--- config.mk ---
export PLATFORM = sky130hd
export DESIGN_NAME = wb_stage
export DESIGN_NICKNAME = d
export VERILOG_FILES = /design/src/rtl/mips_pkg.sv /design/src/rtl/load_extract.sv /design/src/rtl/wb_stage.sv
export SDC_FILE = /design/constraint.sdc
export NUM_CORES = 1
export LEC_CHECK = 0
export BUFFER_PORTS_ARGS = -buffer_cell sky130_fd_sc_hd__buf_2
export CAP_MARGIN = 20
export CORE_MARGIN = 2
export CORE_UTILIZATION = 35
export DETAILED_ROUTE_END_ITERATION = 12
export SYNTH_ARGS = -nofsm -noshare
export SYNTH_HDL_FRONTEND = slang
export SYNTH_SLANG_ARGS = --single-unit
--- constraint.sdc ---
create_clock -name clk -period 2.5 [get_ports clk]
set_input_delay 0.75 -clock clk [delete_from_list [all_inputs] [get_ports clk]]
set_output_delay 0.75 -clock clk [all_outputs]
set_load 0.02 [all_outputs]
--- src/rtl/mips_pkg.sv ---
// Shared definitions for the MIPS pipeline: load-size encodings, the hard-wired
// zero register and default datapath widths.
package mips_pkg;

  localparam int DATA_W_DEFAULT = 32;
  localparam int ADDR_W_DEFAULT = 5;

  // Load-size encodings carried down the pipeline with each load.
  // 2'b11 is reserved and is treated as a whole-word load.
  localparam logic [1:0] LD_WORD = 2'b00;
  localparam logic [1:0] LD_BYTE = 2'b01;
  localparam logic [1:0] LD_HALF = 2'b10;

  // Register r0 reads as zero and must never be written.
  localparam logic [4:0] REG_ZERO = 5'd0;

endpackage

--- src/rtl/load_extract.sv ---
// Load alignment: picks the addressed byte or halfword out of a raw memory word
// and sign- or zero-extends it. Purely combinational.
module load_extract
  import mips_pkg::*;
#(
  parameter int DATA_W = mips_pkg::DATA_W_DEFAULT
) (
  input  logic [DATA_W-1:0] word,
  input  logic [1:0]        offset,
  input  logic [1:0]        size,
  input  logic              is_signed,
  output logic [DATA_W-1:0] data
);

  logic [7:0]  lane [4];
  logic [7:0]  byte_sel;
  logic [15:0] half_sel;

  // Split the low word into its four byte lanes.
  for (genvar gi = 0; gi < 4; gi++) begin : g_lane
    assign lane[gi] = word[8*gi +: 8];
  end

  assign byte_sel = lane[offset];
  // Halfword lane is chosen by offset[1] alone; a misaligned offset[0] never
  // reaches this point because the address is trapped upstream.
  assign half_sel = offset[1] ? {lane[3], lane[2]} : {lane[1], lane[0]};

  // Select by size and extend the narrow results to the full datapath width.
  always_comb begin
    data = word;
    case (size)
      LD_BYTE: data = {{(DATA_W-8){is_signed & byte_sel[7]}}, byte_sel};
      LD_HALF: data = {{(DATA_W-16){is_signed & half_sel[15]}}, half_sel};
      default: data = word;
    endcase
  end

endmodule

--- src/rtl/wb_stage.sv ---
// Write-back stage: MEM/WB pipeline register, write-back value select,
// register-file write port, forwarding copy and retired-instruction counter.
module wb_stage
  import mips_pkg::*;
#(
  parameter int DATA_W = mips_pkg::DATA_W_DEFAULT,
  parameter int ADDR_W = mips_pkg::ADDR_W_DEFAULT,
  parameter int CNT_W  = 32
) (
  input  logic              clk,
  input  logic              rst_n,
  input  logic              mem_valid,
  input  logic              mem_reg_write,
  input  logic              mem_mem_to_reg,
  input  logic              mem_link,
  input  logic [1:0]        mem_load_size,
  input  logic              mem_load_signed,
  input  logic [ADDR_W-1:0] mem_dest,
  input  logic [DATA_W-1:0] mem_alu_result,
  input  logic [DATA_W-1:0] mem_load_data,
  input  logic [DATA_W-1:0] mem_pc_plus8,
  input  logic              wb_stall,
  input  logic              wb_flush,
  output logic              reg_write,
  output logic [ADDR_W-1:0] write_reg,
  output logic [DATA_W-1:0] write_data,
  output logic              fwd_valid,
  output logic [CNT_W-1:0]  retired_count
);

  logic              valid_reg;
  logic              reg_write_reg;
  logic              mem_to_reg_reg;
  logic              link_reg;
  logic [1:0]        load_size_reg;
  logic              load_signed_reg;
  logic [ADDR_W-1:0] dest_reg;
  logic [DATA_W-1:0] alu_result_reg;
  logic [DATA_W-1:0] load_data_reg;
  logic [DATA_W-1:0] pc_plus8_reg;
  logic [CNT_W-1:0]  count_reg;
  logic [DATA_W-1:0] load_value;
  logic              writes_reg;

  // MEM/WB register: flush kills the slot, stall holds it, otherwise capture.
  // All fields reset to 0 so nothing undefined reaches the outputs.
  always_ff @(posedge clk or negedge rst_n) begin
    if (!rst_n) begin
      valid_reg       <= 1'b0;
      reg_write_reg   <= 1'b0;
      mem_to_reg_reg  <= 1'b0;
      link_reg        <= 1'b0;
      load_size_reg   <= LD_WORD;
      load_signed_reg <= 1'b0;
      dest_reg        <= '0;
      alu_result_reg  <= '0;
      load_data_reg   <= '0;
      pc_plus8_reg    <= '0;
    end else if (wb_flush) begin
      valid_reg <= 1'b0;
    end else if (!wb_stall) begin
      valid_reg       <= mem_valid;
      reg_write_reg   <= mem_reg_write;
      mem_to_reg_reg  <= mem_mem_to_reg;
      link_reg        <= mem_link;
      load_size_reg   <= mem_load_size;
      load_signed_reg <= mem_load_signed;
      dest_reg        <= mem_dest;
      alu_result_reg  <= mem_alu_result;
      load_data_reg   <= mem_load_data;
      pc_plus8_reg    <= mem_pc_plus8;
    end
  end

  // Count an instruction when it leaves the stage; a flushed one never does.
  always_ff @(posedge clk or negedge rst_n) begin
    if (!rst_n) begin
      count_reg <= '0;
    end else if (valid_reg && !wb_stall && !wb_flush) begin
      count_reg <= count_reg + 1'b1;
    end
  end

  load_extract #(
    .DATA_W(DATA_W)
  ) u_load_extract (
    .word     (load_data_reg),
    .offset   (alu_result_reg[1:0]),
    .size     (load_size_reg),
    .is_signed(load_signed_reg),
    .data     (load_value)
  );

  // Write-back value: link beats load data, which beats the ALU result.
  always_comb begin
    write_data = alu_result_reg;
    if (link_reg) begin
      write_data = pc_plus8_reg;
    end else if (mem_to_reg_reg) begin
      write_data = load_value;
    end
  end

  // A live write to anything but r0; the bypass sees it even while stalled,
  // but the register file only takes it in the cycle the stall releases.
  assign writes_reg    = valid_reg & reg_write_reg & (dest_reg != ADDR_W'(REG_ZERO));
  assign fwd_valid     = writes_reg;
  assign reg_write     = writes_reg & ~wb_stall;
  assign write_reg     = dest_reg;
  assign retired_count = count_reg;

endmodule

* Yosys cells after proc, flatten, opt, wreduce, memory -nomap -nowiden
Index checks and enable logic that the tools add are counted.
** Storage, ports and cells
- Word-level logic and storage cells :: 39
- Register bits after elaboration :: 140
- Input bits :: 112
- Output and inout bits :: 71
** Cells by class
- Equal/unequal tests :: 3
- Add/subtract/negate cells :: 1
- Mux-type cells :: 9
- Magnitude comparators :: 1
- Reductions and logical operators :: 6
- Bitwise gates (word level) :: 8
** Operator list (number)
- $mux W32 :: 2
- $pmux W32 S2 :: 1
- $add A32 B1 Y32 const B :: 1
- $bmux W8 S2 :: 1
- $mux W16 :: 1
- $mux W8 :: 2
- $and A1 B1 Y1 :: 5
- $reduce_bool A5 Y1 :: 1
- $ge A3 B3 Y1 const B :: 1
- $not A2 Y3 :: 1
- $eq A2 B1 Y1 const B :: 1
- $eq A2 B2 Y1 const B :: 1
- $logic_and A1 B1 Y1 :: 2
- $logic_not A1 Y1 :: 2
- $mux W1 :: 2
- $ne A2 B1 Y1 const B :: 1
- $not A1 Y1 :: 2
- $reduce_and A2 Y1 :: 1

* Logic depth before layout (Yosys ltp)
Gate-level depths: netlist of the first run.
- Depth after elaboration :: 8
- Gate-level depth with buffers :: 8
- Gate-level depth less buffers :: 6

* Cells and area by module
Synthesis of the first run repeated with hierarchy kept, for this count alone.
** Unflattened totals
- Cells, all modules :: 556
- Area, all modules :: 6847.8 um^2
** By module, submodules not included
- wb_stage :: cells an instance 464, sequential area each 3503.4 um^2, area an instance 6169.7 um^2, instances 1
- load_extract :: cells an instance 92, sequential area each 0.0 um^2, area an instance 678.2 um^2, instances 1

* Worst setup path before layout of the first run
No wires, ideal clock.
- Path kind :: register -> output
- From :: register load_size_reg[1]
- To :: output write_data[21]
- Cell stages (with the launch flop) :: 9
- Slack :: -0.198 ns
- Buffers on the path :: 2
- Data arrival time :: 1.948 ns
- Data required time :: 1.750 ns
- Path through :: dfrtp_1 -> inv_1 -> ha_1 -> and2_1 -> buf_2 -> nand2_1 -> a311o_1 -> buf_2 -> a21oi_1
** On the way
- Cells in the longest elaborated chain, start to end :: 4
- Elaborated cells between the ends (all ways) :: 5
- Those cells by class :: eq/ne (2); mux (3)
** Ends and longest elaborated chain
- from (decl) :: RTL line wb_stage.sv:35 : logic [1:0] load_size_reg;
- from (signal assigned) :: RTL line wb_stage.sv:66 : load_size_reg <= mem_load_size;
- $eq A2 B2 Y1 or $eq A2 B1 Y1 (tied branches) :: RTL line load_extract.sv:32 : case (size)
- $pmux W32 S2 * :: RTL line load_extract.sv:32
- $mux W32 * :: RTL line wb_stage.sv:99 : end else if (mem_to_reg_reg) begin
- $mux W32 * :: RTL line wb_stage.sv:97 : if (link_reg) begin
- to (decl) :: RTL line wb_stage.sv:26 : output logic [DATA_W-1:0] write_data,
Mark *: on every way between the ends. The rest lies on a longest branch, timed or not.

* Final worst setup path of the first run
- From :: register alu_result_reg[1]
- To :: output write_data[14]
** On the way
- Cells in the longest elaborated chain, start to end :: 8
- Elaborated cells between the ends (all ways) :: 9
- Those cells by class :: mux (7); bitwise (2)
** Ends and longest elaborated chain
- from (decl) :: RTL line wb_stage.sv:38 : logic [DATA_W-1:0] alu_result_reg;
- from (signal assigned) :: RTL line wb_stage.sv:69 : alu_result_reg <= mem_alu_result;
- $not A2 Y3 (not written as such) :: RTL line load_extract.sv:24 : assign byte_sel = lane[offset];
- $bmux W8 S2 :: RTL line load_extract.sv:24
- $mux W8 (not written as such) (2 in a row) :: RTL line load_extract.sv:24
- $and A1 B1 Y1 :: RTL line load_extract.sv:33 : LD_BYTE: data = {{(DATA_W-8){is_signed & byte_sel[7]}}, byte_sel};
- $pmux W32 S2 * :: RTL line load_extract.sv:32
- $mux W32 * :: RTL line wb_stage.sv:99
- $mux W32 * :: RTL line wb_stage.sv:97
Mark *: on every way between the ends. The rest lies on a longest branch, timed or not. The select of a mux whose other input is x is not followed.

==> summary.txt, run 1 <==
Timing
  • Worst slew pin tran: 574 ps
  • Max-slew violation count: 0
  • Fin worst setup slack: -523 ps
  • Post-route setup TNS: -14370 ps
  • Hold WS: 305 ps
  • Final Hold Vio Count: 0
  • Min Tclk post-route: 3020 ps
  • # setup viols final: 33
  • Max-slew headroom: 61.7%
  • Clock Skew: 6.46 ps
  • FMAX: 331 MHz
  • Period utilisation layout: 121%
  • RSZ-0062 raised after global routing: true

Synthesis
  • Post-synth EDFFs: 0
  • Async set-reset flop share out of synthesis: 100%
  • Register area share after synthesis: 52.5%
  • Mapped Area: 6670 um2
  • Syn Area/Cell: 11.8 um2
  • Ys Warns: 0
  • Post-Synthesis Net Count: 679
  • Synth unique cells: 50
  • Ys flop type: dfrtp_1
  • Register bit count reported by yosys: 140
  • Post-Synthesis Cells: 564

Global routing
  • First-pass GRT wire length: 31700 um
  • Largest net degree at the start of global routing: 60
  • Tot GR Track Use: 20.4%
  • Overflow after GRT: 0
  • Antenna violations before repair: 1
  • Vias in the first global route: 5843

Die
  • Vert. Die Dim: 142 um
  • Core Area: 18700 um2
  • Initial Util: 35.7%
  • Die footprint: 20200 um2
  • I/O Pins: 183
  • Die Width: 142 um
  • Floorplan row count: 50

Worst setup path
  • Worst R2R Setup Slack: 650 ps
  • Worst R2R Path Depth: 4
  • Worst Path Max Fanout: 3
  • Reg2reg start: retired_count[5]$_DFFE_PN0P_
  • Reg-to-Reg End: retired_count[29]$_DFFE_PN0P_
  • WS Path Type: reg2out
  • Startpoint Class: register
  • CP Capture Type: primary output
  • CP arrival: 2270 ps
  • Req. time, crit path: 1750 ps

Clock tree
  • Num CTS Buffers: 17
  • Clk root buf: clkbuf_16
  • CTS HTree Levels: 4
  • Clock-pin slew on the worst setup and hold paths: 60 ps
  • Clock tree buffer depth: 2
  • CTS tree: yes
  • Cts hold-fix bufs: 0
  • Clock Sinks: 140
  • Clock Latency Late Sink: 420 ps

Route
  • Vias: 5461
  • 1st-iter DRT viols: 219
  • Met3 Routed Length: 1100 um
  • Uppermost routed layer: met4
  • WL met1: 8780 um
  • Vias/cell: 5.22
  • Antenna-violating nets left: 0
  • DRT Pass-1 Iters: 5
  • Routed wire length: 20100 um
  • Drt drc: 0
  • Wire length on met2: 9730 um
  • Routed length per placed instance: 19.2 um

Cells and area
  • Nets@finish: 913
  • Area grow syn2layout: 43.7%
  • Area occupied by multi-input gates: 3360 um2
  • Fill cells: 1665
  • Reg area: 3500 um2
  • Leading cell type in the layout, fill and taps excluded: buf_2
  • Share of layout cells above drive strength 1: 55.2%
  • Design area: 9590 um2
  • Most frequent cells in the layout: 149 x buf_2, 139 x dfrtp_1, 103 x mux2_2
  • Final non-filler cell total: 1046

Placed design
  • Post-DP HPWL: 14500 um
  • Placed cell areas: 8290 um2
  • Input/output buffers: 182
  • GPL Wtd Cong: 0.857
  • Placed cells: 987

Outcome
  • Status: finished with violations
  • Failing checks: setup timing

Pwr
  • VDD IR max: 0.507 mV
  • PD cells: 780 nW/um2
  • Total leakage power: 4.35 nW

Job
  • Max cap viols: 0

Worst hold path
  • Hold WC Path Type: in2async
==> critical path, stage by stage, from the launching register on <==
cell      delay, ps
dfrtp_2         400
mux4_2          540
a31oi_4         230
buf_4           170
a221oi_4         70
a221o_1         280
buf_2           160
==> power by group <==
part           internal [mW]  total, mW  switching, mW  leakage (nW)
Clock                   1.40       2.40           1.00         0.262
Sequential              2.54       2.77          0.230          1.72
Combinational           1.18       2.31           1.13          2.38
Total                   5.12       7.48           2.36          4.35
==> repair_timing <==
item / CTS / global route
pin swaps: 12 / 11
setup buffers: 12 / 11
cloned: 2 / 1
setup endpoints to repair: 33 / 33
hold endpoints to repair: 0 / 0
gates resized for setup: 94 / 28
==> cells in the mapped netlist (3+ instances only) <==
| cell | instances | area [um2] |
|---|---|---|
| dfrtp_1 | 140 | 3500 |
| mux2_2 | 107 | 1200 |
| nand2_1 | 39 | 146 |
| a21oi_1 | 35 | 175 |
| o22ai_1 | 22 | 138 |
| clkbuf_1 | 18 | 67.6 |
| xnor2_1 | 18 | 158 |
| o21ai_0 | 17 | 85.1 |
| buf_2 | 14 | 70.1 |
| nand3_1 | 14 | 70.1 |
| xor2_1 | 13 | 114 |
| inv_1 | 12 | 45.0 |
| nor2_1 | 11 | 41.3 |
| nand4_1 | 10 | 62.6 |
| and2_1 | 7 | 43.8 |
| a221o_1 | 6 | 60.1 |
| a22oi_1 | 6 | 45.0 |
| a311o_1 | 5 | 50.1 |
| and4_1 | 5 | 43.8 |
| nand2b_1 | 5 | 31.3 |
| nor4_1 | 5 | 31.3 |
| a221oi_1 | 4 | 35.0 |
| nand3b_1 | 4 | 30.0 |
| nor2b_1 | 4 | 25.0 |
| a21o_1 | 3 | 22.5 |
| ha_1 | 3 | 37.5 |
| nor3_1 | 3 | 15.0 |
| nor4_2 | 3 | 37.5 |
==> per-layer routing <==
metal  global-route usage, %  vias to the layer above
met4                    7.47                        0
met2                    32.9                      162
li1                        -                     2533
met3                    4.88                       30
met5                       0                        -
met1                    26.7                     2736
==> how the worst max path moves through the flow <==
stage	start	endpoint	cells past startpoint	slack, ps
3_3_place_gp	alu_result_reg[1]$_DFFE_PN0P_	write_data[11]	6	-90
2_1_floorplan	load_size_reg[1]$_DFFE_PN0P_	write_data[21]	8	2
3_5_place_dp	alu_result_reg[1]$_DFFE_PN0P_	write_data[11]	6	-130
6_report	alu_result_reg[1]$_DFFE_PN0P_	write_data[14]	6	-520
5_1_grt	alu_result_reg[1]$_DFFE_PN0P_	write_data[14]	6	-620
4_1_cts	alu_result_reg[1]$_DFFE_PN0P_	write_data[15]	5	-550
==> cells by family (layout without fill, tap and decap cells) <==
kind of cell               Yosys count  count (layout)  share of synthesized area [%]
muxes                              110             110                           18.7
AOI/OAI and AO/OA                  114             114                           11.5
DFF                                140             140                           52.5
and+or+nand+nor                    119             119                           9.66
other                                0               1                              0
xor gates and xnor gates            31              31                           4.07
adders and majority gates            3               3                          0.563
buffers and inverters               47             294                           3.02
==> through the flow <==
step | worst slack [ps] | power, mW | util [%]
2_1_floorplan | 2.00 | 3.85 | -
3_3_place_gp | -87.6 | 4.55 | 44.3
3_5_place_dp | -130 | 4.59 | 44.3
4_1_cts | -551 | 7.37 | 50.0
5_1_grt | -616 | 7.84 | 51.3
6_report | -523 | 7.48 | 51.3
==> final cells by class <==
type	instances	area share, %
well taps	234	3.05
diodes	1	0.0261
clock inverters	13	1.23
clock buffers	19	4.62
flip-flops and latches	140	36.5
inverters	13	0.548
multi-input cells	377	35.0
repair buffers	249	19.0
Note: power is estimated with default switching activity, not from simulation.
==> run 2, diff against run 1 <==
--- a/config.mk
+++ b/config.mk
@@ -8,8 +8,9 @@
 export BUFFER_PORTS_ARGS = -buffer_cell sky130_fd_sc_hd__buf_2
 export CAP_MARGIN = 20
 export CORE_MARGIN = 2
-export CORE_UTILIZATION = 35
+export CORE_UTILIZATION = 48
 export DETAILED_ROUTE_END_ITERATION = 12
+export PLACE_DENSITY = 0.77
 export SYNTH_ARGS = -nofsm -noshare
 export SYNTH_HDL_FRONTEND = slang
 export SYNTH_SLANG_ARGS = --single-unit
==> run 2 against run 1 <==
Net effect: the flow still finishes with violations (setup timing); non-clock buffer count fell by 11; cell count fell by 6.3%; worst hold slack got worse by 25 ps; setup slack improved by 24 ps; combinational power fell by 8%; core utilization rose by 17 points; register-to-register slack barely moved; clock power rose by 15%; die area fell by 26%; total power rose by 2.2%; first-iteration DRC count rose by 57%.
==> summary.txt, run 2 (synthesis gave the netlist of run 1 again) <==
Cells and area
  • Share of layout cells above drive strength 1: 53.6% (was 55.2%)
  • Ant diodes: 0 (was 1)
  • Area grow syn2layout: 40.1% (was 43.7%)
  • Nets@finish: 902 (was 913)
  • Final non-filler cell total: 980 (was 1046)
  • Leading cell type in the layout, fill and taps excluded: buf_2 (unchanged)
  • Design area: 9350 um2 (was 9590 um2)
  • Most frequent cells in the layout: 151 x buf_2, 140 x dfrtp_1, 105 x mux2_2 (was 149 x buf_2, 139 x dfrtp_1, 103 x mux2_2)

Die
  • Vert. Die Dim: 122 um (was 142 um)
  • Floorplan row count: 43 (was 50)
  • Die footprint: 14900 um2 (was 20200 um2)
  • Initial Util: 48.6% (was 35.7%)
  • Die Width: 122 um (was 142 um)
  • Core Area: 13700 um2 (was 18700 um2)
  • I/O Pins: 183 (unchanged)

Worst setup path
  • CP Cell Sequence: inv_2 -> ha_4 -> nor2b_4 -> nand2_1 -> a311o_1 -> buf_12 -> a21oi_2 -> buf_4 (was mux4_2 -> a31oi_4 -> buf_4 -> a221oi_4 -> a221o_1 -> buf_2)
  • Req. time, crit path: 1750 ps (about the same)
  • CP Capture Type: primary output (unchanged)
  • CP arrival: 2250 ps (was 2270 ps)
  • Crit-path slowest cell: dfrtp_1 (was mux4_2)
  • Worst Path Max Fanout: 16 (was 3)
  • WS Path Type: reg2out (unchanged)
  • Startpoint Class: register (unchanged)
  • Slowest stage delay, CP: 420 ps (was 540 ps)

Clock tree
  • Clock Latency Late Sink: 420 ps (about the same)
  • CTS tree: yes (unchanged)
  • Clock tree buffer depth: 2 (unchanged)
  • Num CTS Buffers: 17 (unchanged)
  • Clock Sinks: 140 (unchanged)
  • Clk root buf: clkbuf_16 (unchanged)
  • CTS HTree Levels: 4 (unchanged)
  • Clock-pin slew on the worst setup and hold paths: 60 ps (about the same)

Timing
  • RSZ-0062 raised after global routing: true (unchanged)
  • Max-slew headroom: 64.2% (was 61.7%)
  • Post-route setup TNS: -14270 ps (was -14370 ps)
  • Fin worst setup slack: -500 ps (was -523 ps)
  • Max-slew violation count: 0 (unchanged)
  • Clock Skew: 3.41 ps (was 6.46 ps)
  • Final Hold Vio Count: 0 (unchanged)
  • Min Tclk post-route: 3000 ps (was 3020 ps)
  • Worst slew pin tran: 537 ps (was 574 ps)
  • Period utilisation layout: 120% (was 121%)
  • # setup viols final: 33 (unchanged)
  • FMAX: 333 MHz (was 331 MHz)

Route
  • Routed length per placed instance: 18.6 um (was 19.2 um)
  • Antenna-violating nets left: 0 (unchanged)
  • Vias: 5456 (was 5461)
  • Vias/cell: 5.57 (was 5.22)
  • Drt drc: 0 (unchanged)
  • DRT Pass-1 Iters: 5 (unchanged)
  • 1st-iter DRT viols: 343 (was 219)
  • Routed wire length: 18200 um (was 20100 um)

Global routing
  • Largest net degree at the start of global routing: 57 (was 60)
  • Vias in the first global route: 5423 (was 5843)
  • Antenna violations before repair: 0 (was 1)
  • Tot GR Track Use: 25.0% (was 20.4%)
  • Overflow after GRT: 0 (unchanged)
  • First-pass GRT wire length: 28300 um (was 31700 um)

Placed design
  • Pre-CTS setup slack: -74.0 ps (was -130 ps)
  • GPL Wtd Cong: 0.964 (was 0.857)
  • Placed cell areas: 8250 um2 (was 8290 um2)
  • Input/output buffers: 182 (unchanged)
  • Post-DP HPWL: 13000 um (was 14500 um)
  • Placed cells: 941 (was 987)

Pwr
  • Total leakage power: 4.28 nW (was 4.35 nW)
  • PD cells: 818 nW/um2 (was 780 nW/um2)
  • VDD IR max: 0.566 mV (was 0.507 mV)

Job
  • Max cap viols: 0 (unchanged)

Worst hold path
  • Hold WC Path Type: in2async (unchanged)

Outcome
  • Failing checks: setup timing (unchanged)
  • Status: finished with violations (unchanged)
-- run 2: layer usage --
layer	vias up	part of all wire, %	track usage, %
li1	2523	-	-
met1	2703	41	32.3
met2	195	49	39.6
met3	35	6.7	7.02
met4	0	2.8	10.8
met5	-	0	0
-- run 2: layout make-up --
| class | instances | area (um2) |
|---|---|---|
| fill | 1022 | 4370 |
| sequential | 140 | 3500 |
| clock buffer | 24 | 502 |
| clock inverter | 8 | 153 |
| inverter | 13 | 48.8 |
| timing repair buffer | 238 | 1630 |
| multi-input combinational | 377 | 3290 |
| tap | 180 | 225 |
-- run 2: path summary, 6_finish.rpt --
path	startpoint	endpoint	slack [ps]	depth (start not counted)
max	load_size_reg[1]$_DFFE_PN0P_	write_data[19]	-500	8
min	rst_n	alu_result_reg[18]$_DFFE_PN0P_	280	1
max reg2reg	retired_count[16]$_DFFE_PN0P_	retired_count[28]$_DFFE_PN0P_	640	4
min reg2reg	retired_count[31]$_DFFE_PN0P_	retired_count[31]$_DFFE_PN0P_	470	1
max in group asynchronous	rst_n	pc_plus8_reg[6]$_DFFE_PN0P_	1580	2
min in group clk	retired_count[31]$_DFFE_PN0P_	retired_count[31]$_DFFE_PN0P_	470	1
-- run 2: power by group --
part	internal [mW]	switching [mW]
combinational	1.07	1.05
clock	1.81	0.947
sequential	2.54	0.223
-- run 2: repair_timing --
action / in CTS / in global routing
pin swaps: 7 / 10
hold buffers: 0 / 0
gates resized for setup: 84 / 12
endpoints found under the setup margin: 33 / 33
cloned: 0 / 1
setup buffers: 3 / 3
-- run 2: worst max-delay path, delay by kind of cell (launching register included) --
kind,cells,cell delay [ps]
DFF,1,420
AOI/OAI and AO/OA,2,530
adders and majority gates,1,160
and+or+nand+nor,2,250
buffers and inverters,3,440
-- run 2: per-stage QoR --
step           total power [mW]  util (%)  hold slack (ps)
3_3_place_gp               4.53      60.2              451
5_1_grt                    7.97      68.2              328
6_report                   7.65      68.2              280
3_5_place_dp               4.58      60.2              459
4_1_cts                    7.61      67.4              298
2_1_floorplan              3.85         -              454
==> run 3, diff against run 2 <==
--- a/config.mk
+++ b/config.mk
@@ -8,9 +8,9 @@
 export BUFFER_PORTS_ARGS = -buffer_cell sky130_fd_sc_hd__buf_2
 export CAP_MARGIN = 20
 export CORE_MARGIN = 2
-export CORE_UTILIZATION = 48
+export CORE_UTILIZATION = 53
 export DETAILED_ROUTE_END_ITERATION = 12
-export PLACE_DENSITY = 0.77
+export PLACE_DENSITY = 0.81
 export SYNTH_ARGS = -nofsm -noshare
 export SYNTH_HDL_FRONTEND = slang
 export SYNTH_SLANG_ARGS = --single-unit
==> constraint.sdc (replaced) <==
create_clock -name clk -period 3.2 [get_ports clk]
set_input_delay 0.48 -clock clk [delete_from_list [all_inputs] [get_ports clk]]
set_output_delay 0.48 -clock clk [all_outputs]
set_load 0.02 [all_outputs]
==> run 3 against run 2 <==
Net effect: first-iteration DRC count rose by 45%; core utilization rose by 0.81 points; sequential share of layout area rose by 4.3 points; clock skew rose by 4.6 ps; global-route usage rose by 1.2 points; critical path depth fell by 3; the flow now finishes without violations; clock power fell by 27%; worst hold slack got worse by 270 ps; count of clock-buffer cells in the layout fell by 4; design area fell by 10%.
==> summary.txt, run 3 (synthesis gave the netlist of run 1 again) <==
Placed design
  • Input/output buffers: 182 (unchanged)
  • Placed cells: 889 (was 941)
  • GPL Wtd Cong: 0.912 (was 0.964)
  • Post-DP HPWL: 12400 um (was 13000 um)
  • Placed cell areas: 7750 um2 (was 8250 um2)
  • Pre-CTS setup slack: 591 ps (was -74.0 ps)

Pwr
  • Internal: 3.80 mW (was 5.43 mW)
  • Clock power frac: 37.4% (was 36.0%)
  • Logic pwr share: 22.3% (was 27.8%)
  • Sequential Power Share: 40.3% (was 36.2%)
  • PD cells: 643 nW/um2 (was 818 nW/um2)
  • Sw frac: 29.6% (was 29.1%)
  • VDD IR max: 0.478 mV (was 0.566 mV)
  • Total power: 5.39 mW (was 7.65 mW)
  • Net Sw Power: 1.59 mW (was 2.22 mW)
  • Total leakage power: 3.88 nW (was 4.28 nW)

Route
  • Drt drc: 0 (unchanged)
  • Routed length per placed instance: 18.8 um (was 18.6 um)
  • Antenna-violating nets left: 0 (unchanged)
  • 1st-iter DRT viols: 496 (was 343)
  • Vias/cell: 5.73 (was 5.57)
  • DRT Pass-1 Iters: 5 (unchanged)
  • Routed wire length: 17400 um (was 18200 um)
  • Vias: 5279 (was 5456)

Clock tree
  • Clock tree buffer depth: 2 (unchanged)
  • CTS tree: yes (unchanged)
  • Clock-pin slew on the worst setup and hold paths: 60 ps (about the same)
  • CTS HTree Levels: 4 (unchanged)
  • Clock Sinks: 140 (unchanged)
  • Clock Latency Late Sink: 420 ps (about the same)
  • Cts hold-fix bufs: 0 (unchanged)
  • Num CTS Buffers: 17 (unchanged)
  • Clk root buf: clkbuf_16 (unchanged)

Cells and area
  • Most frequent cells in the layout: 181 x buf_2, 140 x dfrtp_1, 107 x mux2_2 (was 151 x buf_2, 140 x dfrtp_1, 105 x mux2_2)
  • Final non-filler cell total: 922 (was 980)
  • Area grow syn2layout: 25.7% (was 40.1%)
  • Post-Route Utilization: 69.0% (was 68.2%)
  • Leading cell type in the layout, fill and taps excluded: buf_2 (unchanged)
  • Share of layout cells above drive strength 1: 45.5% (was 53.6%)
  • Design area: 8390 um2 (was 9350 um2)
  • Nets@finish: 856 (was 902)

Timing
  • Fin worst setup slack: 143 ps (was -500 ps)
  • RSZ-0062 raised after global routing: false (was true)
  • # setup viols final: 0 (was 33)
  • Max-slew violation count: 0 (unchanged)
  • Min Tclk post-route: 3060 ps
  • FMAX: 327 MHz
  • Max-slew headroom: 51.9% (was 64.2%)
  • Hold WS: 9.94 ps (was 280 ps)
  • Post-route setup TNS: 0 ps (was -14270 ps)
  • Clock Skew: 8.00 ps (was 3.41 ps)
  • Worst slew pin tran: 716 ps (was 537 ps)
  • Final Hold Vio Count: 0 (unchanged)
  • Period utilisation layout: 95.5%

Worst hold path
  • Hold WC Path Type: in2async (unchanged)

Worst setup path
  • Worst Path Max Fanout: 11 (was 16)
  • WS Path Type: reg2out (unchanged)
  • CP arrival: 2580 ps (was 2250 ps)
  • Req. time, crit path: 2720 ps (was 1750 ps)
  • Startpoint Class: register (unchanged)
  • Worst R2R Path Depth: 5 (was 4)
  • CP Capture Type: primary output (unchanged)

Global routing
  • Vias in the first global route: 5179 (was 5423)
  • Antenna violations before repair: 3 (was 0)
  • Largest net degree at the start of global routing: 120 (was 57)
  • First-pass GRT wire length: 26700 um (was 28300 um)
  • Overflow after GRT: 0 (unchanged)
  • Tot GR Track Use: 26.2% (was 25.0%)

Die
  • Floorplan row count: 40 (was 43)
  • Die Width: 116 um (was 122 um)
  • Vert. Die Dim: 116 um (was 122 um)
  • Die footprint: 13500 um2 (was 14900 um2)
  • Core Area: 12200 um2 (was 13700 um2)
  • Initial Util: 54.9% (was 48.6%)
  • I/O Pins: 183 (unchanged)

Outcome
  • Status: finished, final reports clean (was finished with violations)

Job
  • Max cap viols: 0 (unchanged)
==> run 3: power groups by stage <==
| stage | registers, mW | logic [mW] | clock network, mW |
|---|---|---|---|
| final | 2.17 | 1.20 | 2.02 |
| after global routing | 2.20 | 1.30 | 2.13 |
| after CTS | 2.17 | 1.20 | 2.04 |
| after global placement | 2.18 | 1.16 | 0 |
| after floorplan | 2.16 | 0.784 | 0 |
| after detailed placement | 2.20 | 1.19 | 0 |
==> run 3: layout make-up <==
cell class / instances / area, um2
Fill cell: 887 / 3770
Multi-Input combinational cell: 377 / 2980
Inverter: 13 / 48.8
Clock inverter: 10 / 140
Sequential cell: 140 / 3500
Tap cell: 168 / 210
Clock buffer: 20 / 467
Timing Repair Buffer: 192 / 1040
Antenna cell: 2 / 5.00
==> run 3: timing repair <==
action | in CTS | in global routing
endpoints found under the setup margin | 0 | 14
setup buffers | 0 | 0
gates resized for setup | 0 | 1
==> run 3: worst max-delay path, stage by stage (launching register included) <==
cell and delay [ps]:
dfrtp_1 600, mux4_2 590, a31oi_4 370, a221oi_1 150, a221o_1 280, buf_2 170
==> run 3: worst paths after layout <==
kind	start	endpoint	slack, ps
setup reg to reg	retired_count[0]$_DFFE_PN0P_	retired_count[18]$_DFFE_PN0P_	1290
hold / removal	rst_n	pc_plus8_reg[19]$_DFFE_PN0P_	10
hold reg to reg	retired_count[31]$_DFFE_PN0P_	retired_count[31]$_DFFE_PN0P_	460
max in group asynchronous	rst_n	retired_count[31]$_DFFE_PN0P_	2270
min in group clk	wb_flush	valid_reg$_DFFE_PN0P_	270
setup / recovery	alu_result_reg[1]$_DFFE_PN0P_	write_data[14]	140
==> run 3: routing by layer <==
| metal | vias up | global-route usage (%) | share of wire, % |
|---|---|---|---|
| met5 | - | 0 | 0.075 |
| met4 | 2 | 11.7 | 2.4 |
| met3 | 35 | 8.25 | 6.9 |
| met2 | 195 | 41.1 | 48 |
| met1 | 2626 | 33.7 | 42 |
| li1 | 2421 | - | - |
